$ cat config.mk
export PLATFORM = sky130hd
export DESIGN_NAME = sar_compare_search_flat
export DESIGN_NICKNAME = d
export VERILOG_FILES = /design/src/rtl/sar_compare_search_if.sv /design/src/rtl/sar_compare_search.sv /design/src/flat_wrapper.sv
export SDC_FILE = /design/constraint.sdc
export NUM_CORES = 1
export LEC_CHECK = 0
export ABC_AREA = 1
export CORE_UTILIZATION = 25
export CTS_BUF_LIST = sky130_fd_sc_hd__clkbuf_4 sky130_fd_sc_hd__clkbuf_8
export DETAILED_ROUTE_END_ITERATION = 8
export PLACE_DENSITY_LB_ADDON = 0.25
export SYNTH_ARGS = -nofsm -noshare
export SYNTH_HDL_FRONTEND = slang
export SYNTH_SLANG_ARGS = --single-unit
$ cat constraint.sdc
create_clock -name clk -period 3.04 [get_ports clk]
set_input_delay 0.456 -clock clk [delete_from_list [all_inputs] [get_ports clk]]
set_output_delay 0.456 -clock clk [all_outputs]
set_load 0.02 [all_outputs]
$ cat src/rtl/sar_compare_search_if.sv
`default_nettype none
// ============================================================================
// Module      : sar_compare_search_if
// Description : Probe/flag bundle between the SAR search controller and the
//               magnitude comparator, plus the controller's status outputs.
// Revision    : 1.0 - initial release
// ============================================================================
interface sar_compare_search_if #(
    parameter int WIDTH = 4
);
    localparam int PW = $clog2(WIDTH) + 1;

    logic             start;
    logic             C2;
    logic             C1;
    logic             C0;
    logic [WIDTH-1:0] B;
    logic             busy;
    logic             done;
    logic             err;
    logic [WIDTH-1:0] result;
    logic [PW-1:0]    probes;

    modport master (
        input  start, C2, C1, C0,
        output B, busy, done, err, result, probes
    );

    modport slave (
        output start, C2, C1, C0,
        input  B, busy, done, err, result, probes
    );
endinterface
`default_nettype wire

$ cat src/rtl/sar_compare_search.sv
`default_nettype none
// ============================================================================
// Module      : sar_compare_search
// Description : Successive-approximation search over comparator operand B,
//               MSB to LSB with early exit on equality.
// Revision    : 1.0 - initial release
// ============================================================================
module sar_compare_search #(
    parameter int WIDTH = 4
) (
    input  wire logic               clk,
    input  wire logic               rst_n,
    sar_compare_search_if.master    bus
);
    localparam int IW = (WIDTH > 1) ? $clog2(WIDTH) : 1;
    localparam int PW = $clog2(WIDTH) + 1;

    localparam logic [0:0] S_IDLE = 1'b0;
    localparam logic [0:0] S_TEST = 1'b1;

    logic [0:0]       state_q,  state_d;
    logic [WIDTH-1:0] b_q,      b_d;
    logic [IW-1:0]    idx_q,    idx_d;
    logic [PW-1:0]    cnt_q,    cnt_d;
    logic             busy_q,   busy_d;
    logic             done_q,   done_d;
    logic             err_q,    err_d;
    logic [WIDTH-1:0] result_q, result_d;
    logic [PW-1:0]    probes_q, probes_d;

    logic [2:0]       w_flags;
    logic             w_onehot;
    logic             w_finish;
    logic             w_fail;
    logic [WIDTH-1:0] w_b_step;
    logic [IW-1:0]    w_idx_dn;

    assign w_flags  = {bus.C2, bus.C1, bus.C0};
    assign w_onehot = (w_flags == 3'b100) || (w_flags == 3'b010) || (w_flags == 3'b001);
    assign w_idx_dn = idx_q - IW'(1);

    always_ff @(posedge clk or negedge rst_n) begin
        if (!rst_n) begin
            state_q  <= S_IDLE;
            b_q      <= '0;
            idx_q    <= '0;
            cnt_q    <= '0;
            busy_q   <= 1'b0;
            done_q   <= 1'b0;
            err_q    <= 1'b0;
            result_q <= '0;
            probes_q <= '0;
        end else begin
            state_q  <= state_d;
            b_q      <= b_d;
            idx_q    <= idx_d;
            cnt_q    <= cnt_d;
            busy_q   <= busy_d;
            done_q   <= done_d;
            err_q    <= err_d;
            result_q <= result_d;
            probes_q <= probes_d;
        end
    end

    // A>B at the LSB cannot happen with a correct comparator, so it is an error.
    always_comb begin
        state_d  = state_q;
        w_finish = 1'b0;
        w_fail   = 1'b0;
        case (state_q)
            S_IDLE: begin
                if (bus.start) state_d = S_TEST;
            end
            S_TEST: begin
                if (!w_onehot) begin
                    w_finish = 1'b1;
                    w_fail   = 1'b1;
                end else if (bus.C2) begin
                    w_finish = 1'b1;
                end else if (idx_q == '0) begin
                    w_finish = 1'b1;
                    w_fail   = bus.C1;
                end
                if (w_finish) state_d = S_IDLE;
            end
            default: state_d = S_IDLE;
        endcase
    end

    always_comb begin
        b_d      = b_q;
        idx_d    = idx_q;
        cnt_d    = cnt_q;
        busy_d   = busy_q;
        done_d   = 1'b0;
        err_d    = err_q;
        result_d = result_q;
        probes_d = probes_q;
        // The trial bit survives only when A>B.
        w_b_step         = b_q;
        w_b_step[idx_q]  = bus.C1;
        case (state_q)
            S_IDLE: begin
                if (bus.start) begin
                    b_d    = {1'b1, {(WIDTH-1){1'b0}}};
                    idx_d  = IW'(WIDTH - 1);
                    cnt_d  = PW'(1);
                    busy_d = 1'b1;
                end
            end
            S_TEST: begin
                if (w_finish) begin
                    done_d   = 1'b1;
                    busy_d   = 1'b0;
                    probes_d = cnt_q;
                    b_d      = '0;
                    err_d    = w_fail;
                    if (w_fail)      result_d = '0;
                    else if (bus.C2) result_d = b_q;
                    else             result_d = w_b_step;
                end else begin
                    b_d           = w_b_step;
                    b_d[w_idx_dn] = 1'b1;
                    idx_d         = w_idx_dn;
                    cnt_d         = cnt_q + PW'(1);
                end
            end
            default: ;
        endcase
    end

    assign bus.B      = b_q;
    assign bus.busy   = busy_q;
    assign bus.done   = done_q;
    assign bus.err    = err_q;
    assign bus.result = result_q;
    assign bus.probes = probes_q;
endmodule
`default_nettype wire

$ cat src/flat_wrapper.sv
// flat-port wrapper written by rule: the top's interface ports become plain ports
module sar_compare_search_flat 
#(
    parameter int WIDTH = 4
)
  (clk, rst_n, bus_start, bus_C2, bus_C1, bus_C0, bus_B, bus_busy, bus_done, bus_err, bus_result, bus_probes);
  sar_compare_search_if #(.WIDTH(WIDTH)) bus_i ();
  input  wire logic clk;
  input  wire logic rst_n;
  input wire logic [$bits(bus_i.start)-1:0] bus_start;
  input wire logic [$bits(bus_i.C2)-1:0] bus_C2;
  input wire logic [$bits(bus_i.C1)-1:0] bus_C1;
  input wire logic [$bits(bus_i.C0)-1:0] bus_C0;
  output wire logic [$bits(bus_i.B)-1:0] bus_B;
  output wire logic [$bits(bus_i.busy)-1:0] bus_busy;
  output wire logic [$bits(bus_i.done)-1:0] bus_done;
  output wire logic [$bits(bus_i.err)-1:0] bus_err;
  output wire logic [$bits(bus_i.result)-1:0] bus_result;
  output wire logic [$bits(bus_i.probes)-1:0] bus_probes;
  assign bus_i.start = bus_start;
  assign bus_i.C2 = bus_C2;
  assign bus_i.C1 = bus_C1;
  assign bus_i.C0 = bus_C0;
  assign bus_B = bus_i.B;
  assign bus_busy = bus_i.busy;
  assign bus_done = bus_i.done;
  assign bus_err = bus_i.err;
  assign bus_result = bus_i.result;
  assign bus_probes = bus_i.probes;
  sar_compare_search #(.WIDTH(WIDTH)) u_core (.clk(clk), .rst_n(rst_n), .bus(bus_i));
endmodule
======== Yosys cells after proc, flatten, opt, wreduce, memory -nomap -nowiden ========
Cells that the tools add are included.
cells by class
  add/subtract/negate cells ............... 2
  $lt $le $gt $ge ......................... 4
  equality and inequality tests ........... 6
  multiplexer cells ....................... 33
  bitwise logic cells ..................... 2
  reductions and logical operators ........ 8
operators by type and width
  kind                                                         number
  two-way mux 1 bit                                            17
  two-way mux 4 bit                                            4
  case mux 4 bit (2 select lines)                              1
  less-than comparator 2 x 3 -> 1 bit (second input constant)  2
  two-way mux 3 bit                                            2
  != test 2 bit (second input constant)                        3
  case mux 3 bit (2 select lines)                              1
  AND reduction 2 bit                                          3
  bitwise mux 4 bit                                            1
  demux 1 bit (select 2 bit)                                   2
  >= comparator 2 x 1 -> 1 bit (second input constant)         2
  two-way mux 2 bit                                            2
  OR 4 bit                                                     1
  case mux 1 bit (2 select lines)                              2
  case mux 2 bit (2 select lines)                              1
  adder 3 x 1 -> 3 bit (second input constant)                 1
  == test 3 x 1 -> 1 bit (second input constant)               1
  == test 3 x 2 -> 1 bit (second input constant)               1
  == test 3 bit (second input constant)                        1
  logical AND 1 bit                                            2
  logical NOT 2 bit                                            1
  logical OR 1 bit                                             2
  subtractor 2 x 1 -> 2 bit (second input constant)            1
  NOT 1 bit                                                    1
word-level totals
  register bits ........................... 20
  output and inout bits ................... 14

======== Depth between registers and ports, before layout ========
Gate-level depths: netlist (run 1).
  word-level depth ........................ 8
  gate-level depth with buffers ........... 10
  gate-level depth less buffers ........... 10

======== Worst setup path before layout (run 1) ========
Ideal clock, no wire load.
  kind .................................... register to register
  start point ............................. reg u_core.idx_q[0]
  end point ............................... reg u_core.result_q[1], in the netlist u_core.bus.result[1]
  library setup time ...................... 127 ps
  data arrival time ....................... 1229 ps
  slack ................................... 1683 ps
  stages on the path, launching flop included .. 11
  path through ............................ dfrtp_1 > inv_1 > ha_1 > inv_1 > nand2_1 > inv_1 > nand2_2 > nand2_2 > buf_6 > nand2_1 > o21ai_0
on the way
  longest elaborated chain between the ends .. 7
  elaborated cells between the ends (all ways) .. 19
RTL lines
  element                                                                                  RTL line                                             source
  from (decl)                                                                              sar_compare_search.sv:23                             logic [IW-1:0] idx_q, idx_d;
  from (signal assigned)                                                                   sar_compare_search.sv:56                             idx_q <= idx_d;
  less-than comparator 2 x 3 -> 1 bit (not written as such), or another cell as far along  sar_compare_search.sv:102                            w_b_step[idx_q] = bus.C1;
  logical AND 1 bit (not written as such) / two-way mux 1 bit (equally long branches)      sar_compare_search.sv:102, sar_compare_search.sv:81
  two-way mux 1 bit (on tied branches)                                                     sar_compare_search.sv:102, sar_compare_search.sv:79
  demux 1 bit (select 2 bit) / two-way mux 1 bit (equally long branches)                   --
  bitwise mux 4 bit / two-way mux 1 bit (equally long branches)                            sar_compare_search.sv:102, sar_compare_search.sv:71
  two-way mux 4 bit / two-way mux 1 bit (equally long branches)                            sar_compare_search.sv:120, sar_compare_search.sv:71
  two-way mux 4 bit / AND reduction 2 bit (equally long branches)                          --
  to (signal assigned)                                                                     sar_compare_search.sv:61                             result_q <= result_d;
  to (decl)                                                                                sar_compare_search.sv:28                             logic [WIDTH-1:0] result_q, result_d;
Parallel ways exist; a longest one is shown, timed or not. The select of a mux whose other input is x is not followed.
A chain may end at the register's enable or synchronous reset.

======== Worst setup path in the final report (run 1) ========
  start point ............................. reg u_core.b_q[3], in the netlist u_core.bus.B[3]
  end point ............................... out bus_B[3]
RTL lines
  element                 RTL line                  source
  from (decl)             sar_compare_search.sv:22  logic [WIDTH-1:0] b_q, b_d;
  from (signal assigned)  sar_compare_search.sv:45  b_q <= '0;
  from (signal assigned)  sar_compare_search.sv:55  b_q <= b_d;
  to (decl)               flat_wrapper.sv:14        output wire logic [$bits(bus_i.B)-1:0] bus_B;
No word-level cell between the ends.

==> results of run 1 <==
==> power by group <==
group / leakage [nW] / switching (W) / internal [W]
logic: 0.385 / 0.000203 / 0.000150
clock network: 0.0357 / 0.0000973 / 0.000176
registers: 0.256 / 0.0000531 / 0.000326
==> stage by stage <==
| step | utilization [%] | area (µm²) | worst slack, ps |
|---|---|---|---|
| 4_1_cts | 33.8 | 1350 | 1290 |
| 6_report | 33.8 | 1350 | 1300 |
| 3_3_place_gp | 32.1 | 1280 | 1110 |
| 3_5_place_dp | 32.1 | 1280 | 1080 |
| 2_1_floorplan | - | 1050 | 1680 |
| 5_1_grt | 33.8 | 1350 | 1170 |
==> sequential cells by signal (all words and copies together) (netlist names), 2 cells and up <==
name / count
u_core.bus.B: 4
u_core.bus.result: 4
u_core.bus.probes: 3
u_core.cnt_q: 3
u_core.idx_q: 2
==> logic make-up after synthesis <==
family | share of synthesized area (%)
DFF | 47.8
and+or+nand+nor | 26.2
buffers and inverters | 7.30
adders and majority gates | 9.57
xor gates and xnor gates | 0.837
AOI/OAI and AO/OA | 8.25
==> final cells by class <==
cell class              instances  area [µm²]  share of cell area, %
inverters                      16        60.1                   4.44
flip-flops and latches         20         500                   37.0
clock inverters                 1        30.0                   2.22
well taps                      50        62.6                   4.62
clock buffers                   3        41.3                   3.05
repair buffers                 19         190                   14.0
multi-input cells              85         469                   34.7
==> final timing paths <==
check,startpoint,cells after the start,slack (ps),endpoint
max,u_core.bus.B[3],1,1300,bus_B[3]
min,u_core.bus.err,2,480,u_core.bus.err
max reg2reg,u_core.idx_q[0],10,1440,u_core.bus.probes[1]
min reg2reg,u_core.bus.err,2,480,u_core.bus.err
max in group asynchronous,rst_n,1,1790,u_core.bus.B[2]
min in group asynchronous,rst_n,1,700,u_core.bus.probes[0]
==> routing by layer <==
layer  vias to the layer above  wire length [µm]  global-route usage (%)  share of wire [%]
li1                        431                 -                       -                  -
met1                       392              1050                    15.9                 48
met2                        12              1030                    17.4                 47
met3                         4                60                    2.05                2.8
met4                         0                31                    4.79                1.4
met5                         -                 0                       0                  0
==> cell usage in the layout (no fill, tap or decap), drive strengths merged <==
cell,instances
nand2,45
dfrtp,20
clkdlybuf4s50,19
inv,16
o21ai,12
nand3,9
ha,8
nor2,5
o22ai,3
clkbuf,3
xor2,1
nand4,1
a211oi,1
bufinv,1
==> run metrics, run 1 <==
status=completed; via-per-instance ratio=about 4.3; synth top area cells=dfrtp_1 (48%), nand2_1 (14%), ha_1 (9.6%); Max Fclk=~580 MHz; Yosys top cell area share=a little under half; Crit Path Max Fanout=4; Num CTS Buffers=3; Mapped Area=0.00105 mm²; total of max-cap violations=0; Area Overhead vs Synth=29.4%; ys async rst share=100%; CTS tree=done; worst hold-check path type=reg -> reg; Rel. slew slack=about two fifths; Hold Buf Count CTS=0; die height=66.7 µm; ys flop type=dfrtp_1; antenna violations before repair=0; die area=between 0.004 and 0.005 mm²; Critical Path Max Stage Delay=~620 ps; DR WL/cell=~11 µm; hpwl dp=1.68 mm; Core Rows=23; total global routing overflow=0; syn_area_per_cell=8.50 µm²; Setup-failing EPs final=0; Pwr Total=0.00100 W; maximum vdd drop=between 200 and 300 µV; Final nets=approximately 160; htree depth=1; dpl cells=190; Detailed Route WL=roughly 2.2 mm; syn nets=between 100 and 150; Gates resized, CTS repair=0; Synth cell types=19; setup bufs post-CTS=0; number of global-route vias before repair=about 860; Arr. time, crit path=between 1000 and 1500 ps; CTS Buffer Depth=2; critical path buffer and inverter count=1; hold_ws=just under 500 ps; crit path launch type=flop; critical path's slowest cell=clkdlybuf4s50_1; fin crit share=between 50 and 60%; minimum clock period=1740 ps; crit path cell chain=clkdlybuf4s50_1; global-route usage over all layers=between 10% and 20%; Pleak=0.676 nW; Clock Tree Root=clkbuf_8; Setup TNS Final=0 ps; drt drc=0; Routed Antenna Nets=0; PortBufs=19; largest net degree at the start of global routing=21; GPL Wtd Cong=0.791; clk slew on worst S/H paths=roughly 80 ps; power density cells=742 mW/mm²; first-pass GRT wire length=~3.8 mm; fillers=around 420; unrepaired setup endpoints after global routing=no; Slew @ Worst Pin=approximately 900 ps; Slew Viols, Final=0; Yosys top cell by area=dfrtp_1; CP endpoint kind=output port; Worst EP required=around 2600 ps; initial core utilization=26.1%; diodes inserted=0; Sink Count=20; layout cells sized above 1=around 8.3%; final non-filler cell total=between 150 and 200; delay-heaviest family, CP=buffers and inverters; Synth warnings=0; clk_lat worst skew=between 200 and 300 ps; core area=about 0.0040 mm²; Layout Skew=1.78 ps; Die X=roughly 67 µm; Crit Path Class=reg -> out; cell with the most instances after synthesis=nand2_1; drt pass-1 iters=4; Yosys reg bits=20; Via Count=roughly 840; EDFF count, synth=0; register area share after synthesis=47.8%; Syn Inst Count=about 120; I/O Pins=20; DR iter-0 viols=26; Commonest cells post-synth=nand2_1 (40), dfrtp_1 (20), inv_1 (15), o21ai_0 (10), ha_1 (8); endpoints failing hold=0
No activity file was read; power rests on OpenSTA's default activity.
==> run 2: changes to the inputs <==
==> constraint.sdc (replaced) <==
create_clock -name clk -period 1.5 [get_ports clk]
set_input_delay 0.225 -clock clk [delete_from_list [all_inputs] [get_ports clk]]
set_output_delay 0.225 -clock clk [all_outputs]
set_load 0.02 [all_outputs]
==> run 2 against run 1 <==
  * Clock-buffer cell count stayed put
  * Critical path depth stayed put
  * Clock skew is 1.6 ps higher
  * Design area is 5.1% higher
  * Combinational power is 120% higher
  * Critical path type unchanged
  * Hold slack worse by 180 ps
  * Non-clock buffer count is 7 higher
  * Total power is 110% higher
  * Sequential cell count stayed put
==> run metrics, run 2 (synthesis results as in run 1) <==
critical path buffer and inverter count=1 (unchanged); power density cells=1460 mW/mm² (was 742 mW/mm²); hpwl dp=1.68 mm (about the same); Pwr Total=0.00208 W (was 0.00100 W); unrepaired setup endpoints after global routing=no (unchanged); clk_lat worst skew=260 ps (about the same); largest net degree at the start of global routing=21 (unchanged); crit path cell chain=clkdlybuf4s50_1 (unchanged); Pleak=0.771 nW (was 0.676 nW); drt pass-1 iters=5 (was 4); total global routing overflow=0 (unchanged); worst hold-check path type=in -> async (was reg -> reg); Setup-failing EPs final=0 (unchanged); Critical Path Max Stage Delay=600 ps (was 620 ps); Routed Antenna Nets=0 (unchanged); GPL Wtd Cong=0.773 (was 0.791); antenna violations before repair=0 (unchanged); Slew Viols, Final=0 (unchanged); leading cell type in the layout, fill and taps excluded=nand2_1 (unchanged); I/O Pins=20 (unchanged); maximum vdd drop=386 µV (was 279 µV); clk slew on worst S/H paths=80 ps (about the same); delay-heaviest family, CP=buffers and inverters (unchanged); htree depth=1 (unchanged); DR WL/cell=10.7 µm (was 11.2 µm); pre-CTS setup slack=-216 ps (was 1080 ps); CTS Buffer Depth=2 (unchanged); layout cells sized above 1=14.6% (was 8.33%); endpoints failing hold=0 (unchanged); Layout Skew=3.36 ps (was 1.78 ps); Area Overhead vs Synth=36.0% (was 29.4%); via-per-instance ratio=4.14 (was 4.32); status=completed (unchanged); DR iter-0 viols=75 (was 26); CTS tree=done (unchanged); diodes inserted=0 (unchanged); most frequent cells in the layout=nand2_1 (40), dfrtp_1 (20), clkdlybuf4s50_1 (14) (was nand2_1 (40), dfrtp_1 (20), clkdlybuf4s50_1 (19)); Final nets=166 (was 159); Via Count=833 (was 839); initial core utilization=26.1% (unchanged); Worst Slack Setup Final=51.1 ps (was 1300 ps); die height=66.7 µm (unchanged); minimum clock period=about 1400 ps; Sink Count=20 (unchanged); Die X=66.7 µm (unchanged); Slew @ Worst Pin=356 ps (was 905 ps); drt drc=0 (unchanged); total of max-cap violations=0 (unchanged); Worst EP required=1270 ps (was 2580 ps); Hold Buf Count CTS=0 (unchanged); Detailed Route WL=2.15 mm (was 2.17 mm); number of global-route vias before repair=865 (was 862); setup bufs post-CTS=0 (unchanged); die area=0.00445 mm² (unchanged); core area=0.00400 mm² (unchanged); first-pass GRT wire length=3.90 mm (was 3.83 mm); Arr. time, crit path=1220 ps (was 1280 ps); global-route usage over all layers=11.8% (was 11.5%); critical path's slowest cell=clkdlybuf4s50_1 (unchanged); PortBufs=19 (unchanged); fin crit share=96.6%; crit path launch type=flop (unchanged); Clock Tree Root=clkbuf_8 (unchanged); Rel. slew slack=76.3% (was 39.5%); Crit Path Max Fanout=2 (was 4); Max Fclk=approximately 700 MHz; Num CTS Buffers=3 (unchanged); Crit Path Class=reg -> out (unchanged); CP endpoint kind=output port (unchanged); Core Rows=23 (unchanged)
==> run 2: path summary, 6_finish.rpt <==
path	from	endpoint	slack, ps	cells past startpoint
min in group clk	u_core.bus.err	u_core.bus.err	480	2
min	rst_n	u_core.bus.result[2]	300	2
max reg2reg	u_core.idx_q[0]	u_core.bus.B[3]	120	6
min reg2reg	u_core.bus.err	u_core.bus.err	480	2
max in group asynchronous	rst_n	u_core.state_q	1000	2
max	u_core.bus.result[2]	bus_result[2]	50	1
==> run 2: layout make-up <==
type | count | area (µm²)
Clock buffer | 3 | 41.3
Clock inverter | 1 | 30.0
Fill cell | 419 | 2580
Inverter | 16 | 60.1
Multi-Input combinational cell | 85 | 477
Sequential cell | 20 | 500
Tap cell | 50 | 62.6
Timing Repair Buffer | 26 | 251
==> run 2: power by group <==
group	leakage, nW	switching, W	internal (W)
logic	0.480	0.000439	0.000350
registers	0.256	0.0000873	0.000660
clock network	0.0357	0.000191	0.000356
total	0.771	0.000717	0.00137
==> run 2: timing repair <==
item	in CTS	in global routing
endpoints found under the setup margin	1	14
pin swaps	0	2
gates resized for setup	1	11
==> run 2: per-stage QoR <==
stage          TNS (ps)  area, µm²  util [%]  hold slack (ps)  std cells
2_1_floorplan         0       1050         -            -70.6        123
3_3_place_gp      -1370       1340      33.4              464        197
3_5_place_dp      -1930       1340      33.4              468        197
4_1_cts               0       1410      35.1              306        201
5_1_grt               0       1420      35.6              327        201
6_report              0       1420      35.6              296        201
==> run 2: metal layers <==
layer,part of all wire [%],global-route usage (%),vias up
met4,0.65,4.52,0
met2,47,19.2,14
met1,49,15.2,371
met5,0,0,-
li1,-,-,446
met3,3.2,2.57,2
==> run 3: changes to the inputs <==
--- a/config.mk
+++ b/config.mk
@@ -10,6 +10,7 @@
 export CTS_BUF_LIST = sky130_fd_sc_hd__clkbuf_4 sky130_fd_sc_hd__clkbuf_8
 export DETAILED_ROUTE_END_ITERATION = 8
 export PLACE_DENSITY_LB_ADDON = 0.25
+export REMOVE_ABC_BUFFERS = 1
 export SYNTH_ARGS = -nofsm -noshare
 export SYNTH_HDL_FRONTEND = slang
 export SYNTH_SLANG_ARGS = --single-unit
==> run 3 against run 2 <==
  * Clock skew increased by 1.3 ps
  * Clock-buffer cell count stayed put
  * Cell count shrank 0.50%
  * Largest cell class unchanged
  * Register-to-register slack barely moved
  * Clock power is 1% higher
  * Via count grew 1.2%
==> run metrics, run 3 (synthesis results as in run 1) <==
unrepaired setup endpoints after global routing=no (unchanged); crit path launch type=flop (unchanged); maximum vdd drop=390 µV (was 386 µV); worst hold-check path type=in -> async (unchanged); fin crit share=96.9% (was 96.6%); Pleak=0.784 nW (was 0.771 nW); layout cells sized above 1=13.3% (was 14.6%); drt drc=0 (unchanged); Layout Skew=4.62 ps (was 3.36 ps); clk_lat worst skew=260 ps (about the same); critical path's slowest cell=clkdlybuf4s50_1 (unchanged); core area=0.00400 mm² (unchanged); Worst EP required=1270 ps (about the same); dpl cells=196 (was 197); most frequent cells in the layout=nand2_1 (40), dfrtp_1 (20), inv_1 (13) (was nand2_1 (40), dfrtp_1 (20), clkdlybuf4s50_1 (14)); PortBufs=19 (unchanged); CTS tree=done (unchanged); critical path buffer and inverter count=1 (unchanged); total of max-cap violations=0 (unchanged); hold_ws=291 ps (was 296 ps); minimum clock period=1450 ps (about the same); global-route usage over all layers=12.2% (was 11.8%); DR WL/cell=11.0 µm (was 10.7 µm); die area=0.00445 mm² (unchanged); htree depth=1 (unchanged); GPL Wtd Cong=0.781 (was 0.773); first-pass GRT wire length=4.07 mm (was 3.90 mm); Final nets=165 (was 166); CTS Buffer Depth=2 (unchanged); DR iter-0 viols=34 (was 75); Crit Path Class=reg -> out (unchanged); Core Rows=23 (unchanged); total global routing overflow=0 (unchanged); hpwl dp=1.72 mm (was 1.68 mm); drt pass-1 iters=3 (was 5); delay-heaviest family, CP=buffers and inverters (unchanged); largest net degree at the start of global routing=21 (unchanged); power density cells=1480 mW/mm² (was 1460 mW/mm²); Critical Path Max Stage Delay=600 ps (about the same); clk slew on worst S/H paths=80 ps (about the same); Rel. slew slack=76.8% (was 76.3%); Slew Viols, Final=0 (unchanged); Slew @ Worst Pin=348 ps (was 356 ps); Via Count=843 (was 833); number of global-route vias before repair=913 (was 865); Setup-failing EPs final=0 (unchanged); final non-filler cell total=200 (was 201); CP endpoint kind=output port (unchanged); Area Overhead vs Synth=35.2% (was 36.0%); FF+latch area=500 µm² (unchanged); diodes inserted=0 (unchanged); initial core utilization=26.1% (unchanged); multi-input combinational cell area=474 µm² (was 477 µm²); Max Fclk=688 MHz (was 690 MHz); via-per-instance ratio=4.22 (was 4.14); fillers=424 (was 419); setup bufs post-CTS=0 (unchanged); die height=66.7 µm (unchanged); I/O Pins=20 (unchanged); status=completed (unchanged); Setup TNS Final=0 ps (unchanged); Num CTS Buffers=3 (unchanged); Sink Count=20 (unchanged); Crit Path Max Fanout=2 (unchanged); Clock Tree Root=clkbuf_8 (unchanged); Arr. time, crit path=1230 ps (was 1220 ps); Die X=66.7 µm (unchanged); leading cell type in the layout, fill and taps excluded=nand2_1 (unchanged); Detailed Route WL=2.20 mm (was 2.15 mm); antenna violations before repair=0 (unchanged); Routed Antenna Nets=0 (unchanged); endpoints failing hold=0 (unchanged); crit path cell chain=clkdlybuf4s50_1 (unchanged)
-- run 3: what timing repair did --
item                       in CTS  in global routing
gates resized for setup         2                  9
hold buffers                    0                  0
setup endpoints to repair       2                 14
-- run 3: worst paths after layout --
check,endpoint,slack [ps],start,depth (start not counted)
worst max-delay path,bus_probes[0],50,u_core.bus.probes[0],1
worst min-delay path,u_core.bus.probes[0],290,rst_n,2
worst max register to register,u_core.bus.result[2],120,u_core.idx_q[0],6
worst min register to register,u_core.bus.err,480,u_core.bus.err,2
max in group asynchronous,u_core.idx_q[0],990,rst_n,2
min in group clk,u_core.bus.B[0],470,bus_C1,3
-- run 3: routing by layer --
layer / wire, µm / GRT usage, %
met5: 0 / 0
met4: 11 / 4.79
met3: 57 / 2.05
met2: 1030 / 19.8
met1: 1100 / 15.9
-- run 3: final cells by class --
class	count	share of cell area [%]
inverters	16	4.25
well taps	50	4.42
clock inverters	1	2.12
repair buffers	25	17.3
multi-input cells	85	33.5
clock buffers	3	2.92
flip-flops and latches	20	35.4
-- run 3: through the flow --
| step | instance area [µm²] | utilization, % | setup slack [ps] | total power (W) |
|---|---|---|---|---|
| finish | 1410 | 35.3 | 46.8 | 0.00209 |
| global route | 1410 | 35.3 | 3.47 | 0.00226 |
| CTS | 1400 | 34.9 | 11.9 | 0.00210 |
| detailed placement | 1330 | 33.2 | -258 | 0.00156 |
| global placement | 1330 | 33.2 | -189 | 0.00155 |
| floorplan | 1030 | - | 83.2 | 0.00121 |
-- run 3: power breakdown --
part           switching, W  internal (W)  total, W
clock              0.000197      0.000356  0.000553
combinational      0.000447      0.000342  0.000789
sequential        0.0000849      0.000660  0.000745
total              0.000728       0.00136   0.00209
